### config.mk
export PLATFORM = sky130hd
export DESIGN_NAME = addsub_share_arbiter_flat
export DESIGN_NICKNAME = d
export VERILOG_FILES = /design/src/rtl/addsub_share_arbiter_if.sv /design/src/rtl/addsub_share_arbiter.sv /design/src/flat_wrapper.sv
export SDC_FILE = /design/constraint.sdc
export NUM_CORES = 1
export LEC_CHECK = 0
export ABC_AREA = 1
export CAP_MARGIN = 40
export CORE_AREA = 2 2 229 231
export DETAILED_ROUTE_END_ITERATION = 6
export DIE_AREA = 0 0 231 233
export PLACE_DENSITY = 0.53
export SYNTH_ARGS = -nofsm -noshare
export SYNTH_HDL_FRONTEND = slang
export SYNTH_SLANG_ARGS = --single-unit
### constraint.sdc
create_clock -name clk -period 8.05 [get_ports clk]
set_clock_uncertainty 0.2 [all_clocks]
set_input_delay 1.61 -clock clk [delete_from_list [all_inputs] [get_ports clk]]
set_output_delay 1.61 -clock clk [all_outputs]
set_load 0.02 [all_outputs]
### src/rtl/addsub_share_arbiter_if.sv
// Request/response bundle for the shared 64-bit add/subtract unit.
// The requesters and the result consumer sit on the master side; the arbiter sits on the slave side.
interface addsub_share_arbiter_if #(
    parameter int NUM_REQ = 4,
    parameter int ID_W    = $clog2(NUM_REQ)
);
    logic [NUM_REQ-1:0]    req_valid;
    logic [NUM_REQ-1:0]    req_ready;
    logic [NUM_REQ*64-1:0] req_a;
    logic [NUM_REQ*64-1:0] req_b;
    logic [NUM_REQ-1:0]    req_sub;
    logic                  resp_valid;
    logic                  resp_ready;
    logic [63:0]           resp_sum;
    logic                  resp_cout;
    logic [ID_W-1:0]       resp_id;

    modport master (
        output req_valid, req_a, req_b, req_sub, resp_ready,
        input  req_ready, resp_valid, resp_sum, resp_cout, resp_id
    );

    modport slave (
        input  req_valid, req_a, req_b, req_sub, resp_ready,
        output req_ready, resp_valid, resp_sum, resp_cout, resp_id
    );
endinterface

### src/rtl/addsub_share_arbiter.sv
// Round-robin shared 64-bit add/subtract unit: one accept per cycle from NUM_REQ requesters.
// The result lands in a single valid/ready output register tagged with the owner's ID.
module addsub_share_arbiter #(
    parameter int NUM_REQ = 4,
    parameter int ID_W    = $clog2(NUM_REQ)
) (
    input logic                   clk,
    input logic                   rst,
    addsub_share_arbiter_if.slave bus
);
    localparam int DATA_W = 64;

    logic [ID_W-1:0]    rr_ptr;
    logic [NUM_REQ-1:0] grant;
    logic [ID_W-1:0]    gnt_idx;
    logic [ID_W-1:0]    cand;
    logic               found;
    int                 idx;
    logic               can_accept;
    logic               accept;
    logic [DATA_W-1:0]  a_sel;
    logic [DATA_W-1:0]  b_sel;
    logic [DATA_W-1:0]  b_eff;
    logic               sub_sel;
    logic [DATA_W:0]    sum_full;
    logic               vld_p0;
    logic [DATA_W-1:0]  sum_p0;
    logic               cout_p0;
    logic [ID_W-1:0]    id_p0;

    if (NUM_REQ < 2 || NUM_REQ > 8) begin : g_num_req_check
        $error("addsub_share_arbiter: NUM_REQ must be in 2..8");
    end

    // Search rr_ptr, rr_ptr+1, ... modulo NUM_REQ; the first valid requester wins.
    always_comb begin
        grant   = '0;
        gnt_idx = '0;
        cand    = '0;
        found   = 1'b0;
        idx     = 0;
        for (int k = 0; k < NUM_REQ; k++) begin
            idx = int'(rr_ptr) + k;
            if (idx >= NUM_REQ) idx = idx - NUM_REQ;
            cand = ID_W'(idx);
            if (!found && bus.req_valid[cand]) begin
                found   = 1'b1;
                gnt_idx = cand;
            end
        end
        if (found) grant[gnt_idx] = 1'b1;
    end

    always_comb begin
        a_sel   = '0;
        b_sel   = '0;
        sub_sel = 1'b0;
        for (int i = 0; i < NUM_REQ; i++) begin
            if (grant[i]) begin
                a_sel   = bus.req_a[DATA_W*i +: DATA_W];
                b_sel   = bus.req_b[DATA_W*i +: DATA_W];
                sub_sel = bus.req_sub[i];
            end
        end
    end

    // Subtract as a + ~b + 1 in 65 bits so the top bit reads as "no borrow".
    assign b_eff    = sub_sel ? ~b_sel : b_sel;
    assign sum_full = {1'b0, a_sel} + {1'b0, b_eff} + {{DATA_W{1'b0}}, sub_sel};

    assign can_accept    = !vld_p0 || bus.resp_ready;
    assign accept        = found && can_accept && !rst;
    assign bus.req_ready = accept ? grant : '0;

    // Stage p0: output register, refilled in the same cycle it drains.
    always_ff @(posedge clk) begin
        if (rst) begin
            vld_p0  <= 1'b0;
            sum_p0  <= '0;
            cout_p0 <= 1'b0;
            id_p0   <= '0;
            rr_ptr  <= '0;
        end else if (accept) begin
            vld_p0  <= 1'b1;
            sum_p0  <= sum_full[DATA_W-1:0];
            cout_p0 <= sum_full[DATA_W];
            id_p0   <= gnt_idx;
            rr_ptr  <= (gnt_idx == ID_W'(NUM_REQ - 1)) ? '0 : gnt_idx + 1'b1;
        end else if (bus.resp_ready) begin
            vld_p0 <= 1'b0;
        end
    end

    assign bus.resp_valid = vld_p0;
    assign bus.resp_sum   = sum_p0;
    assign bus.resp_cout  = cout_p0;
    assign bus.resp_id    = id_p0;

    a_ready_onehot0: assert property (@(posedge clk) $onehot0(bus.req_ready));

    a_resp_stable: assert property (@(posedge clk) disable iff (rst)
        (bus.resp_valid && !bus.resp_ready) |=>
        (bus.resp_valid && $stable(bus.resp_sum) && $stable(bus.resp_cout) && $stable(bus.resp_id)));
endmodule

### src/flat_wrapper.sv
// flat-port wrapper written by rule: the top's interface ports become plain ports
module addsub_share_arbiter_flat 
#(
    parameter int NUM_REQ = 4,
    parameter int ID_W    = $clog2(NUM_REQ)
)
  (clk, rst, bus_req_valid, bus_req_a, bus_req_b, bus_req_sub, bus_resp_ready, bus_req_ready, bus_resp_valid, bus_resp_sum, bus_resp_cout, bus_resp_id);
  addsub_share_arbiter_if #(.NUM_REQ(NUM_REQ), .ID_W(ID_W)) bus_i ();
  input logic clk;
  input logic rst;
  input wire logic [$bits(bus_i.req_valid)-1:0] bus_req_valid;
  input wire logic [$bits(bus_i.req_a)-1:0] bus_req_a;
  input wire logic [$bits(bus_i.req_b)-1:0] bus_req_b;
  input wire logic [$bits(bus_i.req_sub)-1:0] bus_req_sub;
  input wire logic [$bits(bus_i.resp_ready)-1:0] bus_resp_ready;
  output wire logic [$bits(bus_i.req_ready)-1:0] bus_req_ready;
  output wire logic [$bits(bus_i.resp_valid)-1:0] bus_resp_valid;
  output wire logic [$bits(bus_i.resp_sum)-1:0] bus_resp_sum;
  output wire logic [$bits(bus_i.resp_cout)-1:0] bus_resp_cout;
  output wire logic [$bits(bus_i.resp_id)-1:0] bus_resp_id;
  assign bus_i.req_valid = bus_req_valid;
  assign bus_i.req_a = bus_req_a;
  assign bus_i.req_b = bus_req_b;
  assign bus_i.req_sub = bus_req_sub;
  assign bus_i.resp_ready = bus_resp_ready;
  assign bus_req_ready = bus_i.req_ready;
  assign bus_resp_valid = bus_i.resp_valid;
  assign bus_resp_sum = bus_i.resp_sum;
  assign bus_resp_cout = bus_i.resp_cout;
  assign bus_resp_id = bus_i.resp_id;
  addsub_share_arbiter #(.NUM_REQ(NUM_REQ), .ID_W(ID_W)) u_core (.clk(clk), .rst(rst), .bus(bus_i));
endmodule
# Word level (Yosys, flattened, before mapping)
# Index checks and enable logic that the tools add are counted.
[classes] n_addsub=10 order_cmp=10 n_eq_ne=1 mux=40 bitwise_logic=1 n_reduce_logical=13
[ops] operator="$mux W64" count=9
[ops] operator="$add A64 B64 Y65" count=1
[ops] operator="$add A65 B1 Y65" count=1
[ops] operator="$not A64 Y64" count=1
[ops] operator="$mux W2" count=9
[ops] operator="$lt A2 B3 Y1 const B" count=5
[ops] operator="$mux W1" count=15
[ops] operator="$ge A3 B3 Y1 const B" count=3
[ops] operator="$bmux W1 S2" count=4
[ops] operator="$mux W4" count=2
[ops] operator="$sub A2 B1 Y2 const B" count=4
[ops] operator="$add A2 B2 Y3 const B" count=2
[ops] operator="$logic_and A1 B1 Y1" count=6
[ops] operator="$logic_not A1 Y1" count=5
[ops] operator="$add A2 B1 Y3 const B" count=1
[ops] operator="$ge A2 B3 Y1 const B" count=1
[ops] operator="$add A2 B1 Y2 const B" count=1
[ops] operator="$demux W1 S2" count=1
[ops] operator="$eq A2 B2 Y1 const B" count=1
[ops] operator="$ge A2 B1 Y1 const B" count=1
[ops] operator="$reduce_bool A2 Y1" count=1
[ops] operator="$logic_or A1 B1 Y1" count=1
[word_totals] reg_bits=70 out_inout_bits=72 wordCells=80

# Logic depth before layout (Yosys ltp)
[depth] word_depth=27 depth_mapped=43

# Worst setup path after synthesis
# No wires, ideal clock.
[synth_path] path_kind="input port to flip-flop" from="input port bus_req_valid[3]" to="register u_core.sum_p0[48], in the netlist u_core.bus.resp_sum[48]" arrival_time_ps=6392 required_ps=7737 path_slack_ps=1345 path_stages=37 n_path_buf=3 path_cell_list="inv_1 > nand2_1 > nand3_1 > nand2_2 > nor2_4 > nand3_4 > buf_6 > nand3_1 > o21a_1 > inv_1 > ha_1 > clkbuf_1 > nor2_1 > nand3_1 > nand2_1 > nand2_1 > a21oi_4 > inv_2 > clkbuf_1 > xor2_1 > fa_1 > nand3_1 > nand2_1 > a21oi_1 > o21ai_1 > a21boi_0 > o21ai_1 > a21boi_2 > o21ai_1 > a21boi_0 > o21ai_1 > nand2_1 > nand2_1 > nand2_1 > nand2_1 > o21ai_1 > inv_1"
[synth_between] elab_chain_len=25
[synth_rtl] item="start: declaration" line_no="flat_wrapper.sv:11" source="input wire logic [$bits(bus_i.req_valid)-1:0] bus_req_valid;"
[synth_rtl] item="$bmux W1 S2" line_no="addsub_share_arbiter.sv:46" source="if (!found && bus.req_valid[cand]) begin"
[synth_rtl] item="$mux W1 (implied by the code)" line_no="addsub_share_arbiter.sv:46"
[synth_rtl] item="$mux W1" line_no="addsub_share_arbiter.sv:46"
[synth_rtl] item="$logic_not A1 Y1" line_no="addsub_share_arbiter.sv:46"
[synth_rtl] item="$logic_and A1 B1 Y1" line_no="addsub_share_arbiter.sv:46"
[synth_rtl] item="$mux W1" line_no="addsub_share_arbiter.sv:46"
[synth_rtl] item="$logic_not A1 Y1" line_no="addsub_share_arbiter.sv:46"
[synth_rtl] item="$logic_and A1 B1 Y1" line_no="addsub_share_arbiter.sv:46"
[synth_rtl] item="[4 not listed]"
[synth_rtl] item="via u_core.gnt_idx[0]" line_no="addsub_share_arbiter.sv:15" source="logic [ID_W-1:0] gnt_idx;"
[synth_rtl] item="[2 not listed]"
[synth_rtl] item="$mux W1 (implied by the code)" line_no="addsub_share_arbiter.sv:51" source="if (found) grant[gnt_idx] = 1'b1;"
[synth_rtl] item="$demux W1 S2 *"
[synth_rtl] item="$mux W4 *" line_no="addsub_share_arbiter.sv:51"
[synth_rtl] item="$mux W64 (4 in series)" line_no="addsub_share_arbiter.sv:59" source="if (grant[i]) begin"
[synth_rtl] item="$not A64 Y64" line_no="addsub_share_arbiter.sv:68" source="assign b_eff = sub_sel ? ~b_sel : b_sel;"
[synth_rtl] item="$mux W64" line_no="addsub_share_arbiter.sv:68"
[synth_rtl] item="$add A64 B64 Y65" line_no="addsub_share_arbiter.sv:69" source="assign sum_full = {1'b0, a_sel} + {1'b0, b_eff} + {{DATA_W{1'b0}}, sub_sel};"
[synth_rtl] item="$add A65 B1 Y65 *" line_no="addsub_share_arbiter.sv:69"
[synth_rtl] item="end signal: assignment" line_no="addsub_share_arbiter.sv:85" source="sum_p0 <= sum_full[DATA_W-1:0];"
[synth_rtl] item="end: declaration" line_no="addsub_share_arbiter.sv:27" source="logic [DATA_W-1:0] sum_p0;"
# Mark *: on every way through the listed nets, which the timed path passes. The rest lies on a longest branch. The select of a mux whose other input is x is not followed.
# A chain may end at the register's enable or synchronous reset.

# Final worst setup path
[layout_path] from="input port bus_req_valid[3]" to="register u_core.sum_p0[61], in the netlist u_core.bus.resp_sum[61]"
# The elaborated chain is that of the path after synthesis.

==> results.txt <==
- The run finished with clean final reports.
* Number of standard-cell rows in the floorplan: 83
- Total of endpoints with negative setup slack in the final report: 0
* Synth unique cells: 50
- Via count: 17000
- Final hold vios: 0
* Timing endpoint of the critical path: u_core.bus.resp_sum[61]$_SDFFE_PP0P_
* Pin count of the biggest net entering global routing: 95
- Clock-pin slew was measured on the worst setup and hold paths at 0.06 ns.
- Wire length of the first global-routing pass: 107 mm
* Area share of the largest cell type after synthesis: 0.189
* Share of the core filled with cells in the final layout: 0.379
- From bottom edge to top edge, the die measures 233 um.
- Largest stage delay on the critical path: 0.46 ns
- For this run, the top clock speed supported by timing is 132 MHz.
- Crit path from: bus_req_valid[3]
- Pin placement for this block handled 595 I/O pins.
* Number of gates on the worst path with buffers counted: 35
- TritonCTS created 9 clock buffers.
- The core region is 51100 sq um.
* Endpoint type of the worst setup path: flip-flop
- Net count, final: 3328
- Yosys top cell by area: sky130_fd_sc_hd__nand2_1
* Area growth from synthesis to layout: 63.4%
* DRT iter0 DRCs: 1625
* Buffers from clock root to sink, at most: 2
- Detailed placement ended at an HPWL of 63.4 mm.
* Buffer count from post-CTS setup fixing: 0
- Clock insertion delay at the later pin of the skew report: 0.34 ns
* Data arrival at the endpoint of the critical path: 7.63 ns
* Share of the yosys chip area belonging to registers: 0.118
* Post-Syn Nets: 2755
* Antenna violation net count after detailed routing: 0
* Slew HR: 0.400
- Setup repair after global routing left no endpoint under its margin.
- Top cells by area in the synthesized netlist: sky130_fd_sc_hd__nand2_1 19%, sky130_fd_sc_hd__o21ai_0 14%, sky130_fd_sc_hd__dfxtp_1 12%
- Type of the most critical hold path: flip-flop to flip-flop
* Post-synth EDFFs: 0
- Counting every instance in the synthesized netlist gives 2164.
- The cell family contributing the most delay on the critical path is buffers and inverters.
* Hold Startpoint: u_core.bus.resp_sum[1]$_SDFFE_PP0P_
- By count the netlist is led by 598 x sky130_fd_sc_hd__nand2_1, 338 x sky130_fd_sc_hd__o21ai_0, 206 x sky130_fd_sc_hd__inv_1.
- The worst setup path is of the input port to flip-flop kind.
* End of the worst register-to-register path: u_core.bus.resp_sum[61]$_SDFFE_PP0P_
- Most frequent cell after synthesis: sky130_fd_sc_hd__nand2_1
- Detailed Routing Iterations Pass 1: 5
- Critical path required time: 8.09 ns
* Top FF cell, synth: sky130_fd_sc_hd__dfxtp_1
* DRC violations left: 0
- Largest fanout on the critical path: 84
* Layout cell share with drive strength beyond 1: 0.0573
- Global route overflow: 0
- The worst register-to-register path has a depth of 33.
- Max_cap viols: 0
- The die covers 53800 sq um.
- The initial antenna violation count was 8.
- Reg-to-Reg Start: u_core.rr_ptr[0]$_SDFFE_PP0P_
* Placement Setup Slack: -0.0416 ns
- The root buffer cell chosen for the clock tree is sky130_fd_sc_hd__clkbuf_16.
- The via count of the first global-routing pass came to 16600.
- The initial utilization of the core area, before any placement, comes to 0.232.
- Worst Path Buf+Inv: 13
- Post-detailed-routing wire length: 74.4 mm
- Post-synthesis instance area: 11900 sq um
- Depth of the CTS H-tree: 3
- Tot GR Track Use: 0.266
* Via count normalized by instance count: 4.95
- Number of buffer cells added on primary ports: 594
- Routability-driven placement finished with a final weighted congestion of 0.971.
- Max-slew violation count: 0
* Crit share post-route: 0.944
- After synthesis, the mean cell area works out to 5.48 sq um.
- Synthesis Warnings: 0
* Minimum clock period after layout: 7.60 ns
- TritonCTS built the clock tree.
- The largest individual stage delay along the critical path comes from the cell sky130_fd_sc_hd__buf_4.
* R2R Setup Slk: 1.59 ns
- STA classifies the critical path startpoint as an input port.
* Sink count of the clock tree: 70
- Cell repeated most along the worst path: sky130_fd_sc_hd__inv_1
- Once routing completed, OpenROAD measured the worst setup slack at 0.455 ns.
- FFs w/ async S/R, synth: 0
- FF+latch count, synth: 70
- For the pin with the worst max-slew slack, the measured transition is 0.900 ns.
- In the final routed layout, each cell accounts on average for 21.7 um.
- Die extent in x: 231 um
==> repair_timing <==
item,CTS,global route
setup endpoints to repair,0,4
hold buffers,0,0
resized for setup,0,5
==> cell families after synthesis <==
logic type / after synthesis / synth area share
AND/OR/NAND/NOR: 958 / 0.335
AO/OA/AOI/OAI: 625 / 0.288
buffers and inverters: 339 / 0.110
XOR/XNOR: 104 / 0.0768
flip-flops: 70 / 0.118
adder cells (fa/ha/maj): 68 / 0.0724
==> per-layer routing <==
layer | up-vias | wire length [um] | share of wire | track usage
met4 | 2 | 1520 | 0.020 | 0.0635
met5 | - | 13 | 0.00017 | 0
li1 | 8385 | - | - | -
met3 | 63 | 5250 | 0.071 | 0.0400
met2 | 705 | 34100 | 0.46 | 0.438
met1 | 7807 | 33500 | 0.45 | 0.363
==> state kept, by name, summed over array words and instances, names as in the netlist <==
register	flops
u_core.rr_ptr	2
u_core.bus.resp_id	2
u_core.bus.resp_valid	1
u_core.bus.resp_cout	1
u_core.bus.resp_sum	64
==> cell usage in the layout (no fill, tap or decap), types with 70 or more instances in the layout <==
cell type                         instances
sky130_fd_sc_hd__nand3_1                181
sky130_fd_sc_hd__xor2_1                  90
sky130_fd_sc_hd__dfxtp_1                 70
sky130_fd_sc_hd__nor2_1                 122
sky130_fd_sc_hd__o21ai_0                336
sky130_fd_sc_hd__a21oi_1                129
sky130_fd_sc_hd__nand2_1                596
sky130_fd_sc_hd__buf_4                   79
sky130_fd_sc_hd__a31oi_1                 98
sky130_fd_sc_hd__inv_1                  205
sky130_fd_sc_hd__clkdlybuf4s50_1        594
==> layout make-up <==
class | count | area, sq um
inverters | 214 | 812
fillers | 5675 | 31700
multi-input cells | 1755 | 9200
clock inverters | 6 | 70.1
clock buffers | 10 | 229
repair buffers | 687 | 6800
well taps | 680 | 851
diodes | 7 | 17.5
flip-flops and latches | 70 | 1400
==> worst min-delay path by stage <==
| stage | end | slack (ns) | depth (start not counted) |
|---|---|---|---|
| global route | u_core.bus.resp_sum[8]$_SDFFE_PP0P_ | 0.31 | 2 |
| finish | u_core.bus.resp_sum[1]$_SDFFE_PP0P_ | 0.27 | 2 |
| detailed placement | u_core.bus.resp_id[0]$_SDFFE_PP0P_ | 0.26 | 2 |
| CTS | u_core.bus.resp_sum[1]$_SDFFE_PP0P_ | 0.27 | 2 |
| global placement | u_core.bus.resp_id[0]$_SDFFE_PP0P_ | 0.26 | 2 |
| floorplan | u_core.rr_ptr[1]$_SDFFE_PP0P_ | 0.32 | 2 |
==> worst register-to-register path, delay by kind of cell, from the launching register on <==
family	cells	cell delay, ns
simple gates	12	1.30
flops	1	0.56
buf+inv	11	1.96
compound gates	8	1.86
fa+ha+maj	2	0.50
==> metrics by stage <==
step	TNS [ns]	cells	hold WS [ns]	cell area, sq um
final	0	3429	0.267	19400
after global routing	0	3426	0.311	19400
after CTS	0	3422	0.271	19400
after detailed placement	-0.0416	3406	0.262	19100
after global placement	-0.0258	3406	0.255	19100
after floorplan	0	2164	0.317	11900
Power is not shown: default switching activity piles up to over one toggle a cycle in this logic, so the estimate is an artifact.
==> edit 1: new RTL, config.mk and constraints unchanged <==
`NUM_REQ` is set to 4 in 3 places; all go to 2.
--- a/src/rtl/addsub_share_arbiter_if.sv
+++ b/src/rtl/addsub_share_arbiter_if.sv
@@ -1,7 +1,7 @@
 // Request/response bundle for the shared 64-bit add/subtract unit.
 // The requesters and the result consumer sit on the master side; the arbiter sits on the slave side.
 interface addsub_share_arbiter_if #(
-    parameter int NUM_REQ = 4,
+    parameter int NUM_REQ = 2,
     parameter int ID_W    = $clog2(NUM_REQ)
 );
     logic [NUM_REQ-1:0]    req_valid;
--- a/src/rtl/addsub_share_arbiter.sv
+++ b/src/rtl/addsub_share_arbiter.sv
@@ -1,7 +1,7 @@
 // Round-robin shared 64-bit add/subtract unit: one accept per cycle from NUM_REQ requesters.
 // The result lands in a single valid/ready output register tagged with the owner's ID.
 module addsub_share_arbiter #(
-    parameter int NUM_REQ = 4,
+    parameter int NUM_REQ = 2,
     parameter int ID_W    = $clog2(NUM_REQ)
 ) (
     input logic                   clk,
--- a/src/flat_wrapper.sv
+++ b/src/flat_wrapper.sv
@@ -1,7 +1,7 @@
 // flat-port wrapper written by rule: the top's interface ports become plain ports
 module addsub_share_arbiter_flat 
 #(
-    parameter int NUM_REQ = 4,
+    parameter int NUM_REQ = 2,
     parameter int ID_W    = $clog2(NUM_REQ)
 )
   (clk, rst, bus_req_valid, bus_req_a, bus_req_b, bus_req_sub, bus_resp_ready, bus_req_ready, bus_resp_valid, bus_resp_sum, bus_resp_cout, bus_resp_id);
Ports: changed (6 resized); port bits go from 595 to 332. No check against the original RTL was run, so the function may have changed too.
==> edit 1 against the original RTL <==
  * Design area down 32%
  * Synthesized area down 26%
  * Sequential cell count down 2
  * Routed wire length down 38%
  * First-iteration DRC count down 64%
  * Non-clock buffer count down 349
  * Setup slack better by 1600 ps
  * Critical path type unchanged
Power is left out: it rests on default switching activity, and per cell area and clock period it moved more than threefold.
==> edit 1: results (changes against the original RTL) <==
[synth]
synth_fp_nets = 1739  ; -37%
synth_cell_types = 40  ; -20%
synthXorXnorAreaFrac = 0.0972  ; +0.0204
synth_adder_area_share = 0.0915  ; +0.0191
synth_top_cells_by_count = nand2_1, inv_1, nor2_1
synth-compound-area-share = 0.315  ; +0.0270
yosys-top-cells-area = dfxtp_1, a22o_1, nand2_1
synth_seq_area_share = 0.154  ; +0.0359

[placed_design]
numPortBuffers = 331  ; -44%
dp.cells = 2375  ; -30%
hpwl_um = 40000  ; -37%
place_congestion = 0.897  ; -7.7%
placed_cell_area_um2 = 12900  ; -32%
pre_cts_ws_ps = 1670  ; +1720 ps

[global_route]
grt_usage = 0.168  ; -0.0978
grt_pass1_wl_um = 67400  ; -37%
grt_util_met3 = 0.0228  ; -0.0172
grt_antenna_before_repair = 2  ; -6
grtUsageMet2 = 0.264  ; -0.173
grt_max_degree = 130  ; +37%

[critical_path]
r2r_end = u_core.bus.resp_sum[44]$_SDFFE_PP0P_
cpLargestDelayFamily = compound AO/OA/AOI/OAI gates
crit_arrival_ps = 6040  ; -1590 ps
reg2reg_depth = 16  ; -52%
max_stage_delay_ps = 570  ; +110 ps
cp_slowest_cell = clkdlybuf4s50_1
r2r_slack_ps = 3500  ; +1910 ps

[sta]
tightest_slew_ps = 961  ; +60.4 ps

[layout]
drive_above_1_share = 0.0269  ; -0.0304
regArea_um2 = 1360  ; -2.9%
nFillCells = 5761  ; +1.5%

[route]
wl_met1_um = 23000  ; -31%
post_drt_wl_per_cell_um = 19.3  ; -11%
met2_length_um = 20100  ; -41%
finalWirelength_um = 46100  ; -38%
drtIter0Drc = 579  ; -64%

[min_path]
hold_class = reg -> reg

[status]
status = finished, final reports clean

==> edit 1: final cells by class <==
cell class	instances	area share
tap	680	0.0645
timing repair buffer	338	0.258
inverter	178	0.0506
sequential	68	0.103
antenna	1	0.000190
multi-input combinational	1111	0.501
clock buffer	11	0.0184
clock inverter	4	0.00379
==> edit 1: worst max path at each step <==
stage                                            to        startpoint  depth (start not counted)  slack [ps]
3_3_place_gp   u_core.bus.resp_sum[52]$_SDFFE_PP0P_  bus_req_valid[0]                         18        1610
4_1_cts        u_core.bus.resp_sum[62]$_SDFFE_PP0P_  bus_req_valid[0]                         19        2060
5_1_grt        u_core.bus.resp_sum[62]$_SDFFE_PP0P_  bus_req_valid[0]                         19        1800
6_report       u_core.bus.resp_sum[44]$_SDFFE_PP0P_  bus_req_valid[0]                         17        2050
3_5_place_dp   u_core.bus.resp_sum[44]$_SDFFE_PP0P_  bus_req_valid[0]                         17        1670
2_1_floorplan  u_core.bus.resp_sum[44]$_SDFFE_PP0P_  bus_req_valid[1]                         18        3250
==> edit 2: new RTL, config.mk and constraints unchanged <==
Without the edit above. Reset style: asynchronous (`rst`), changed in one clocked block.
--- a/src/rtl/addsub_share_arbiter.sv
+++ b/src/rtl/addsub_share_arbiter.sv
@@ -73,7 +73,7 @@
     assign bus.req_ready = accept ? grant : '0;
 
     // Stage p0: output register, refilled in the same cycle it drains.
-    always_ff @(posedge clk) begin
+    always_ff @(posedge clk or posedge rst) begin
         if (rst) begin
             vld_p0  <= 1'b0;
             sum_p0  <= '0;
Formal check against the unedited RTL: differs if rst is asserted again (counterexample within 4 cycles, from zero or initial values and one cycle with rst high); with rst held inactive, the same outputs for 4 cycles.
==> edit 2 against the original RTL <==
  * Routed wire length increased by 2.6%
  * Sequential cell count unchanged
  * Critical path depth increased by 4
  * Non-clock buffer count decreased by 4
  * Critical endpoint is now u_core.bus.resp_sum[56]$_DFFE_PP0P_
  * Synthesized area unchanged
  * Via count decreased by 1.3%
  * Maximum frequency increased by 1.5%
  * Setup slack improved by 110 ps
  * Design area decreased by 0.12%
  * Sequential share of layout area increased by 1.8 points
  * First-iteration DRC count decreased by 4.9%
Power is not shown: default switching activity piles up to over one toggle a cycle in this logic, so the estimate is an artifact.
==> edit 2: results (changes against the original RTL) <==
[synth]
synth_top_cells_by_count = nand2_1, o21ai_0, nand3_1
synth_seq_area_share = 0.148  ; +0.0295
async_flop_share = 1.00  ; +1.00
synthCells = 2080  ; -3.9%
yosys-top-cells-area = nand2_1, dfrtp_1, o21ai_0
yosysWarnings = 0  ; unchanged
synth_cell_types = 46  ; -8.0%
synth_ff_type = dfrtp_1
synth_fp_nets = 2671  ; -3.0%

[route]
maxUsedRoutingLayer = met5
num_vias = 16700  ; -1.3%
wl_met3_um = 6700  ; +28%
drtIter0Drc = 1545  ; -4.9%
met2_length_um = 34200  ; +0.20%
wl_met1_um = 34400  ; +2.8%
finalWirelength_um = 76300  ; +2.6%
vias_per_cell = 5.00  ; +1.0%
drt-pass1-iter-count = 6  ; +1

[min_path]
holdPathEnd = u_core.bus.resp_sum[32]$_DFFE_PP0P_
min_from = u_core.bus.resp_sum[32]$_DFFE_PP0P_

[sta]
relSlewSlack = 0.464  ; +0.0640
finalSetupViolCount = 0  ; unchanged
max_freq_ghz = 0.134  ; +1.5%
drv_slew = 0  ; unchanged
whs_ps = 282  ; +15.4 ps

[global_route]
grt_usage = 0.275  ; +0.00935
grt_antenna_before_repair = 22  ; +14
grt_max_degree = 92  ; -3.2%
grt_util_met3 = 0.0600  ; +0.0201
grt_pass1_wl_um = 110000  ; +2.6%
grtUsageMet2 = 0.446  ; +0.00835
met1_usage = 0.379  ; +0.0166

[layout]
layout.nets = 3247  ; -2.4%
largest_reg_flops = 64  ; unchanged
drive_above_1_share = 0.0631  ; +0.00588

[critical_path]
crit_start = bus_req_valid[3]
cp-endpoint = u_core.bus.resp_sum[56]$_DFFE_PP0P_
reg2reg_depth = 39  ; +18%
rr_startpoint = u_core.rr_ptr[0]$_DFFE_PP0P_
cp_slowest_cell = fa_1
crit_arrival_ps = 7510  ; -120 ps
cpLargestDelayFamily = simple AND/OR/NAND/NOR gates
cp_max_fo = 22  ; -74%
r2r_slack_ps = 1680  ; +90 ps
max_stage_delay_ps = 500  ; +40 ps

[placed_design]
pre_cts_ws_ps = 99.6  ; +141 ps
place_congestion = 1.06  ; +9.3%
hpwl_um = 65300  ; +3.1%
dp.cells = 3325  ; -2.4%
numPortBuffers = 594  ; unchanged
placed_cell_area_um2 = 19000  ; -0.19%

[clock_network]
postCtsSetupBuffers = 0  ; unchanged
postCtsResizedCells = 0  ; unchanged
cts.path.max_buffers = 2  ; unchanged

[status]
status = finished, final reports clean

==> edit 2: changes by cell type after synthesis, sizes merged, moves of 4 or more <==
cell    unedited run  this run
dfrtp              0        70
xor2              90        72
clkbuf            99        85
o21a              15        10
inv              213       169
a21o               8         2
a31oi             98        91
a21oi            133       119
or2                2        13
nand2            621       617
dfxtp             70         0
xnor2             14        31
buf               26        33
==> edit 2: final cells by class <==
cell class | instances | area, um2
inverter | 171 | 658
multi-input combinational | 1721 | 9030
sequential | 70 | 1750
fill | 5638 | 31700
antenna | 9 | 22.5
clock inverter | 6 | 70.1
tap | 680 | 851
timing repair buffer | 683 | 6740
clock buffer | 10 | 229
==> edit 2: kinds of logic after synthesis <==
group | after synthesis | share of synthesized area
AND/OR/NAND/NOR | 961 | 0.342
AO/OA/AOI/OAI | 589 | 0.267
buffers and inverters | 289 | 0.0943
XOR/XNOR | 103 | 0.0761
flip-flops | 70 | 0.148
adder cells (fa/ha/maj) | 68 | 0.0724
